**src/rtl/div16s_8_seq.sv**
```systemverilog
// div16s_8_seq
// Sequential signed divider: a 2*DW-bit signed dividend divided by a DW-bit
// signed divisor. It produces a DW-bit signed quotient that truncates toward
// zero and saturates on overflow, and a DW-bit signed remainder.
// The core is a radix-2 restoring divider on magnitudes that retires one
// quotient bit per cycle.
//
// Ports:
//   clk        clock; all state changes on the rising edge
//   rst        synchronous active-high reset; aborts any operation in flight
//   in_valid   operand pair valid
//   in_ready   block can accept operands (registered)
//   A          signed dividend, 2*DW bits
//   B          signed divisor, DW bits
//   out_valid  result valid (registered)
//   out_ready  consumer accepts result
//   Q          signed quotient, saturated when ovf=1
//   R          signed remainder, sign of dividend or zero
//   ovf        quotient did not fit in DW signed bits
//   dz         divisor was zero
//
// Handshakes: a transfer happens on a rising edge where valid and ready are
// both 1. A and B are sampled only on the input transfer edge. Q/R/ovf/dz
// hold steady while out_valid=1 and out_ready=0. in_valid is ignored while
// in_ready=0.
module div16s_8_seq #(
    parameter int DW = 8
) (
    input  logic            clk,
    input  logic            rst,
    input  logic            in_valid,
    output logic            in_ready,
    input  logic [2*DW-1:0] A,
    input  logic [DW-1:0]   B,
    output logic            out_valid,
    input  logic            out_ready,
    output logic [DW-1:0]   Q,
    output logic [DW-1:0]   R,
    output logic            ovf,
    output logic            dz
);

    localparam int CW = $clog2(2*DW);
    localparam logic [CW-1:0]   LAST_IT = CW'(2*DW-1);
    localparam logic [DW-1:0]   Q_MAX   = {1'b0, {(DW-1){1'b1}}};
    localparam logic [DW-1:0]   Q_MIN   = {1'b1, {(DW-1){1'b0}}};
    localparam logic [2*DW-1:0] POS_LIM = {{(DW+1){1'b0}}, {(DW-1){1'b1}}};
    localparam logic [2*DW-1:0] NEG_LIM = {{DW{1'b0}}, 1'b1, {(DW-1){1'b0}}};

    typedef enum logic [2:0] {
        IDLE = 3'd0,
        PREP = 3'd1,
        CALC = 3'd2,
        FIX  = 3'd3,
        DONE = 3'd4
    } state_t;

    state_t          state_q;
    logic [2*DW-1:0] a_q;
    logic [DW-1:0]   b_q;
    logic [DW-1:0]   mag_b_q;
    logic [2*DW-1:0] div_q;     // dividend magnitude shifts out, quotient shifts in
    logic [DW-1:0]   rem_q;     // partial remainder, always < |B| <= 2^(DW-1)
    logic [CW-1:0]   cnt_q;
    logic            qneg_q;
    logic            rneg_q;
    logic            in_ready_q;
    logic            out_valid_q;
    logic [DW-1:0]   q_q;
    logic [DW-1:0]   r_q;
    logic            ovf_q;
    logic            dz_q;

    logic [2*DW-1:0] mag_a_d;
    logic [DW-1:0]   mag_b_d;
    logic [DW:0]     rem_sh;
    logic [DW:0]     rem_sub;
    logic            rem_ge;
    logic [DW:0]     rem_d;
    logic [2*DW-1:0] div_d;
    logic [DW-1:0]   q_fix_d;
    logic [DW-1:0]   r_fix_d;
    logic            ovf_fix_d;
    logic [DW-1:0]   q_dz_d;
    logic            unused_rem_msb;

    always_comb begin
        mag_a_d   = a_q[2*DW-1] ? (~a_q + 1'b1) : a_q;
        mag_b_d   = b_q[DW-1] ? (~b_q + 1'b1) : b_q;

        // One restoring step: shift in the next dividend bit, keep the
        // difference only when it did not go negative.
        rem_sh    = {rem_q, div_q[2*DW-1]};
        rem_sub   = rem_sh - {1'b0, mag_b_q};
        rem_ge    = (rem_sh >= {1'b0, mag_b_q});
        rem_d     = rem_ge ? rem_sub : rem_sh;
        div_d     = {div_q[2*DW-2:0], rem_ge};

        // Negative quotients may reach magnitude 2^(DW-1), positive ones
        // only 2^(DW-1)-1.
        ovf_fix_d = 1'b0;
        q_fix_d   = div_q[DW-1:0];
        if (qneg_q) begin
            if (div_q > NEG_LIM) begin
                ovf_fix_d = 1'b1;
                q_fix_d   = Q_MIN;
            end else begin
                q_fix_d   = ~div_q[DW-1:0] + 1'b1;
            end
        end else if (div_q > POS_LIM) begin
            ovf_fix_d = 1'b1;
            q_fix_d   = Q_MAX;
        end
        r_fix_d   = rneg_q ? (~rem_q + 1'b1) : rem_q;
        q_dz_d    = a_q[2*DW-1] ? Q_MIN : Q_MAX;
    end

    // The kept remainder is below |B|, so the top bit is always zero.
    assign unused_rem_msb = rem_d[DW];

    always_ff @(posedge clk) begin
        if (rst) begin
            state_q     <= IDLE;
            a_q         <= '0;
            b_q         <= '0;
            mag_b_q     <= '0;
            div_q       <= '0;
            rem_q       <= '0;
            cnt_q       <= '0;
            qneg_q      <= 1'b0;
            rneg_q      <= 1'b0;
            in_ready_q  <= 1'b0;
            out_valid_q <= 1'b0;
            q_q         <= '0;
            r_q         <= '0;
            ovf_q       <= 1'b0;
            dz_q        <= 1'b0;
        end else begin
            case (state_q)
                IDLE: begin
                    in_ready_q <= 1'b1;
                    if (in_valid && in_ready_q) begin
                        a_q        <= A;
                        b_q        <= B;
                        in_ready_q <= 1'b0;
                        state_q    <= PREP;
                    end
                end
                PREP: begin
                    div_q   <= mag_a_d;
                    mag_b_q <= mag_b_d;
                    qneg_q  <= a_q[2*DW-1] ^ b_q[DW-1];
                    rneg_q  <= a_q[2*DW-1];
                    rem_q   <= '0;
                    cnt_q   <= '0;
                    if (b_q == '0) begin
                        q_q     <= q_dz_d;
                        r_q     <= a_q[DW-1:0];
                        ovf_q   <= 1'b0;
                        dz_q    <= 1'b1;
                        state_q <= DONE;
                    end else begin
                        state_q <= CALC;
                    end
                end
                CALC: begin
                    rem_q <= rem_d[DW-1:0];
                    div_q <= div_d;
                    cnt_q <= cnt_q + 1'b1;
                    if (cnt_q == LAST_IT) begin
                        state_q <= FIX;
                    end
                end
                FIX: begin
                    q_q     <= q_fix_d;
                    r_q     <= r_fix_d;
                    ovf_q   <= ovf_fix_d;
                    dz_q    <= 1'b0;
                    state_q <= DONE;
                end
                DONE: begin
                    // out_valid rises one cycle after entering DONE; the
                    // result registers are already settled by then.
                    if (out_valid_q && out_ready) begin
                        out_valid_q <= 1'b0;
                        in_ready_q  <= 1'b1;
                        state_q     <= IDLE;
                    end else begin
                        out_valid_q <= 1'b1;
                    end
                end
                default: begin
                    state_q <= IDLE;
                end
            endcase
        end
    end

    assign in_ready  = in_ready_q;
    assign out_valid = out_valid_q;
    assign Q         = q_q;
    assign R         = r_q;
    assign ovf       = ovf_q;
    assign dz        = dz_q;

endmodule
```
**config.mk**
```make
export PLATFORM = sky130hd
export DESIGN_NAME = div16s_8_seq
export DESIGN_NICKNAME = d
export VERILOG_FILES = /design/src/rtl/div16s_8_seq.sv
export SDC_FILE = /design/constraint.sdc
export NUM_CORES = 1
export LEC_CHECK = 0
export ABC_AREA = 0
export CAP_MARGIN = 20
export CORE_MARGIN = 2
export CORE_UTILIZATION = 45
export DETAILED_ROUTE_END_ITERATION = 8
export PLACE_DENSITY = 0.66
export SYNTH_ARGS = -nofsm -noshare
export SYNTH_HDL_FRONTEND = slang
export SYNTH_SLANG_ARGS = --single-unit
```
**constraint.sdc**
```tcl
create_clock -name clk -period 5.9 [get_ports clk]
set_input_delay 1.18 -clock clk [delete_from_list [all_inputs] [get_ports clk]]
set_output_delay 1.18 -clock clk [all_outputs]
set_load 0.02 [all_outputs]
```
==> metrics.md <==
| Metric | Value |
|---|---|
| Total global routing track utilization | `20.9%` |
| Root Buffer | `sky130_fd_sc_hd__clkbuf_8` |
| Number of buffers inserted by post-CTS setup repair | `0` |
| Worst flop-to-flop path startpoint | `state_q[0]` |
| R2r endpoint | `Q[0]` |
| Number of antenna cells inserted | `0` |
| Outcome | `complete, no violations` |
| Slowest stage cell, crit path | `sky130_fd_sc_hd__clkdlybuf4s50_1` |
| Worst reg-to-reg setup slack | `around 3.5 ns` |
| Data arrival time of the critical path | `around 1.3 ns` |
| Combined area of the multi-input logic cells | `~2700 um^2` |
| Row Count | `36` |
| Cells traversed along the worst timing path | `clkdlybuf4s50_1` |
| Chip width | `roughly 100 um` |
| Path category of the worst min-delay check | `register to register` |
| Net count after synthesis | `around 600` |
| Largest net degree at the start of global routing | `43` |
| Mapped Area | `roughly 4600 um^2` |
| Avg Vias per Cell | `between 5 and 6` |
| Hold depth | `2` |
| Worst hold-check slack | `approximately 0.46 ns` |
| Req. time, crit path | `4.72 ns` |
| Nets@finish | `640` |
| Drt first-iter violations | `roughly 240` |
| Vias in the first global route | `3800` |
| Number of antenna violations at the first check in global routing | `0` |
| Fraction of final layout cells sized beyond drive strength 1 | `a little under 7%` |
| Setup TNS Final | `0 ns` |
| Startpoint types | `register` |
| DR WL/cell | `between 15 and 20 um` |
| Maximum buffer depth of the clock tree | `2` |
| Worst Tran Pin Value | `slightly below 0.9 ns` |
| Max-slew violation count | `0` |
| HPWL after DPL | `roughly 8 mm` |
| Largest fanout of any net on the critical path | `2` |
| Share of the synthesized area in the top cell type | `37.2%` |
| Cell type contributing the most total cell area after synthesis | `sky130_fd_sc_hd__dfxtp_1` |
| Filler cells | `985` |
| Initial standard-cell utilization of the core | `around 47%` |
| Remaining max-slew budget at the tightest pin | `roughly two fifths` |
| Number of distinct library cells after synthesis | `61` |
| Total clock buffers created by CTS | `9` |
| Die height | `around 100 um` |
| Worst-Skew Late Latency | `0.35 ns` |
| Final cycle utilization of the critical path | `a little over two fifths` |
| Pre-Repair DR Iteration Count | `4` |
| Clock tree from TritonCTS | `yes` |
| Commonest cells post-synth | `sky130_fd_sc_hd__nand2_1 (90), sky130_fd_sc_hd__dfxtp_1 (85), sky130_fd_sc_hd__a21oi_1 (60)` |
| RSZ-0062 raised after global routing | `false` |
| CP Class | `register to output pin` |
| Vias after detailed routing | `approximately 4100` |
| Number of cells produced by synthesis | `about 570` |
| Area contributors post-synth | `sky130_fd_sc_hd__dfxtp_1 (37%), sky130_fd_sc_hd__nand2_1 (7.4%), sky130_fd_sc_hd__a21oi_1 (6.6%), sky130_fd_sc_hd__ha_1 (3.6%), sky130_fd_sc_hd__nor2_1 (3.5%)` |
| Remaining Overflow, GRT | `0` |
| Gpl congestion | `0.841` |
| Area growth from synthesis to final layout | `17.4%` |
| Top achievable clock speed | `roughly 0.4 GHz` |
| First-pass GRT wire length | `18.9 mm` |
| Fin. Hold Viols | `0` |
| Period minus WS final | `between 2 and 3 ns` |
| Number of enable flip-flop cells after synthesis | `0` |
| CORE AREA | `9820 um^2` |
| Hold Path Origin | `R[6]` |
| CTS Hold Buffers Added | `0` |
| Synthesis-stage register bit count | `85` |
| Clock net sink count | `85` |
| Max-cap violations | `0` |
| Worst-case reg-to-reg path depth | `6` |
| Share of the yosys chip area belonging to registers | `a little under two fifths` |
| Clock transition at the register clock pins on the worst setup and hold paths after CTS | `around 0.08 ns` |
| Crit path max-delay family | `buffers and inverters` |
| Number of warnings reported in the yosys synthesis log | `0` |
| Resized cells post-CTS | `0` |
| Clock skew | `between 0.005 and 0.006 ns` |
| Synth Area per Inst | `around 8.0 um^2` |
| Depth of the CTS H-tree | `3` |
| Cell with the most instances after synthesis | `sky130_fd_sc_hd__nand2_1` |
| Max rail drop VDD | `0.130 mV` |
| Hold path endpoint | `R[6]` |
| Area of the die | `11000 um^2` |
| Static leakage | `just under 0.002 uW` |
| Ports | `48` |
| Antenna-violating nets left | `0` |
| Drt total wl | `~11 mm` |
| CP max stage delay | `0.62 ns` |
| Residual DRC | `0` |
| Synth Flop Type | `sky130_fd_sc_hd__dfxtp_1` |
| Setup violators final | `0` |
| Proportion of synthesized flip-flops having asynchronous set or reset | `0%` |
| Total power divided by cell area | `between 200 and 300 nW/um^2` |
| Number of buffer and inverter instances along the worst setup path | `1` |
| IO Port Bufs | `47` |
| Endpoint kind of the worst setup timing path | `output pin` |
| Sequential standard cell area | `roughly 1700 um^2` |
[power breakdown]
| part | internal [uW] | total [uW] | switching, uW |
|---|---|---|---|
| Clock | 295 | 509 | 214 |
| Combinational | 117 | 263 | 145 |
| Sequential | 599 | 634 | 35.5 |
| Total | 1010 | 1410 | 395 |
[flip-flops by register name (all words and copies together) (netlist names)]
register and flops:
div_q 16, b_q 8, dz 1, a_q 16
R 8, state_q 3, Q 8, cnt_q 4
qneg_q 1, mag_b_q 8, in_ready 1, out_valid 1
rneg_q 1, rem_q 8, ovf 1
[final cells by class]
type,count,share of cell area (%)
inverter,21,1.47
clock buffer,11,2.63
clock inverter,5,2.00
tap,133,3.10
sequential,85,31.7
timing repair buffer,53,9.50
multi-input combinational,428,49.6
[layer usage]
metal	share of wire (%)	wire, um	global-route usage [%]	up-vias
met5	0	0	0	-
met4	1.1	125	6.57	0
met3	4.8	541	2.93	10
met2	44	4990	32.8	94
met1	50	5560	29.5	1932
li1	-	-	-	2112
[per-stage QoR]
step	area, um^2	utilization [%]	power, uW	setup WS (ns)	instances
2_1_floorplan	4580	-	828	3.53	572
3_3_place_gp	5110	52.0	900	3.20	718
3_5_place_dp	5110	52.0	905	3.14	718
4_1_cts	5360	54.6	1410	3.29	734
5_1_grt	5370	54.7	1470	3.24	736
6_report	5370	54.7	1410	3.38	736
[cell usage in the layout, fill, tap and decap left out, types with 4 or more instances in the layout]
master and instances:
sky130_fd_sc_hd__o31ai_1 11, sky130_fd_sc_hd__mux2i_1 8, sky130_fd_sc_hd__nand2b_1 5, sky130_fd_sc_hd__a22oi_1 16
sky130_fd_sc_hd__nor2b_1 6, sky130_fd_sc_hd__or3_1 6, sky130_fd_sc_hd__clkbuf_8 10, sky130_fd_sc_hd__nand4_1 6
sky130_fd_sc_hd__o21ai_0 19, sky130_fd_sc_hd__nand3_1 14, sky130_fd_sc_hd__xor2_1 13, sky130_fd_sc_hd__a21oi_1 60
sky130_fd_sc_hd__nor2_1 43, sky130_fd_sc_hd__ha_1 13, sky130_fd_sc_hd__a21o_1 5, sky130_fd_sc_hd__o22ai_1 4
sky130_fd_sc_hd__nor4_1 5, sky130_fd_sc_hd__a31oi_1 4, sky130_fd_sc_hd__a211oi_1 11, sky130_fd_sc_hd__nand3b_1 5
sky130_fd_sc_hd__nand2_1 90, sky130_fd_sc_hd__clkdlybuf4s50_1 46, sky130_fd_sc_hd__xnor2_1 17, sky130_fd_sc_hd__a221oi_1 5
sky130_fd_sc_hd__buf_4 6, sky130_fd_sc_hd__inv_1 21, sky130_fd_sc_hd__nor3_1 8, sky130_fd_sc_hd__dfxtp_1 85
[logic make-up (layout without fill, tap and decap cells)]
logic type,after synthesis,in the layout,share of synthesized area [%]
mux,8,8,1.75
buf+inv,59,90,4.95
compound gates,165,165,24.0
simple gates,211,211,22.4
fa+ha+maj,14,14,3.99
xor+xnor,30,30,5.74
flops,85,85,37.2
[worst max path at each step]
stage          startpoint        to  slack [ns]  cells after the start
2_1_floorplan    in_valid   a_q[10]        3.53                      5
3_3_place_gp     in_valid    b_q[3]        3.20                      6
3_5_place_dp     in_valid    b_q[0]        3.14                      6
4_1_cts          rem_q[2]  rem_q[0]        3.29                      6
5_1_grt        state_q[2]      Q[5]        3.24                      6
6_report             R[5]      R[5]        3.38                      1
(Power assumes the default switching activity.)
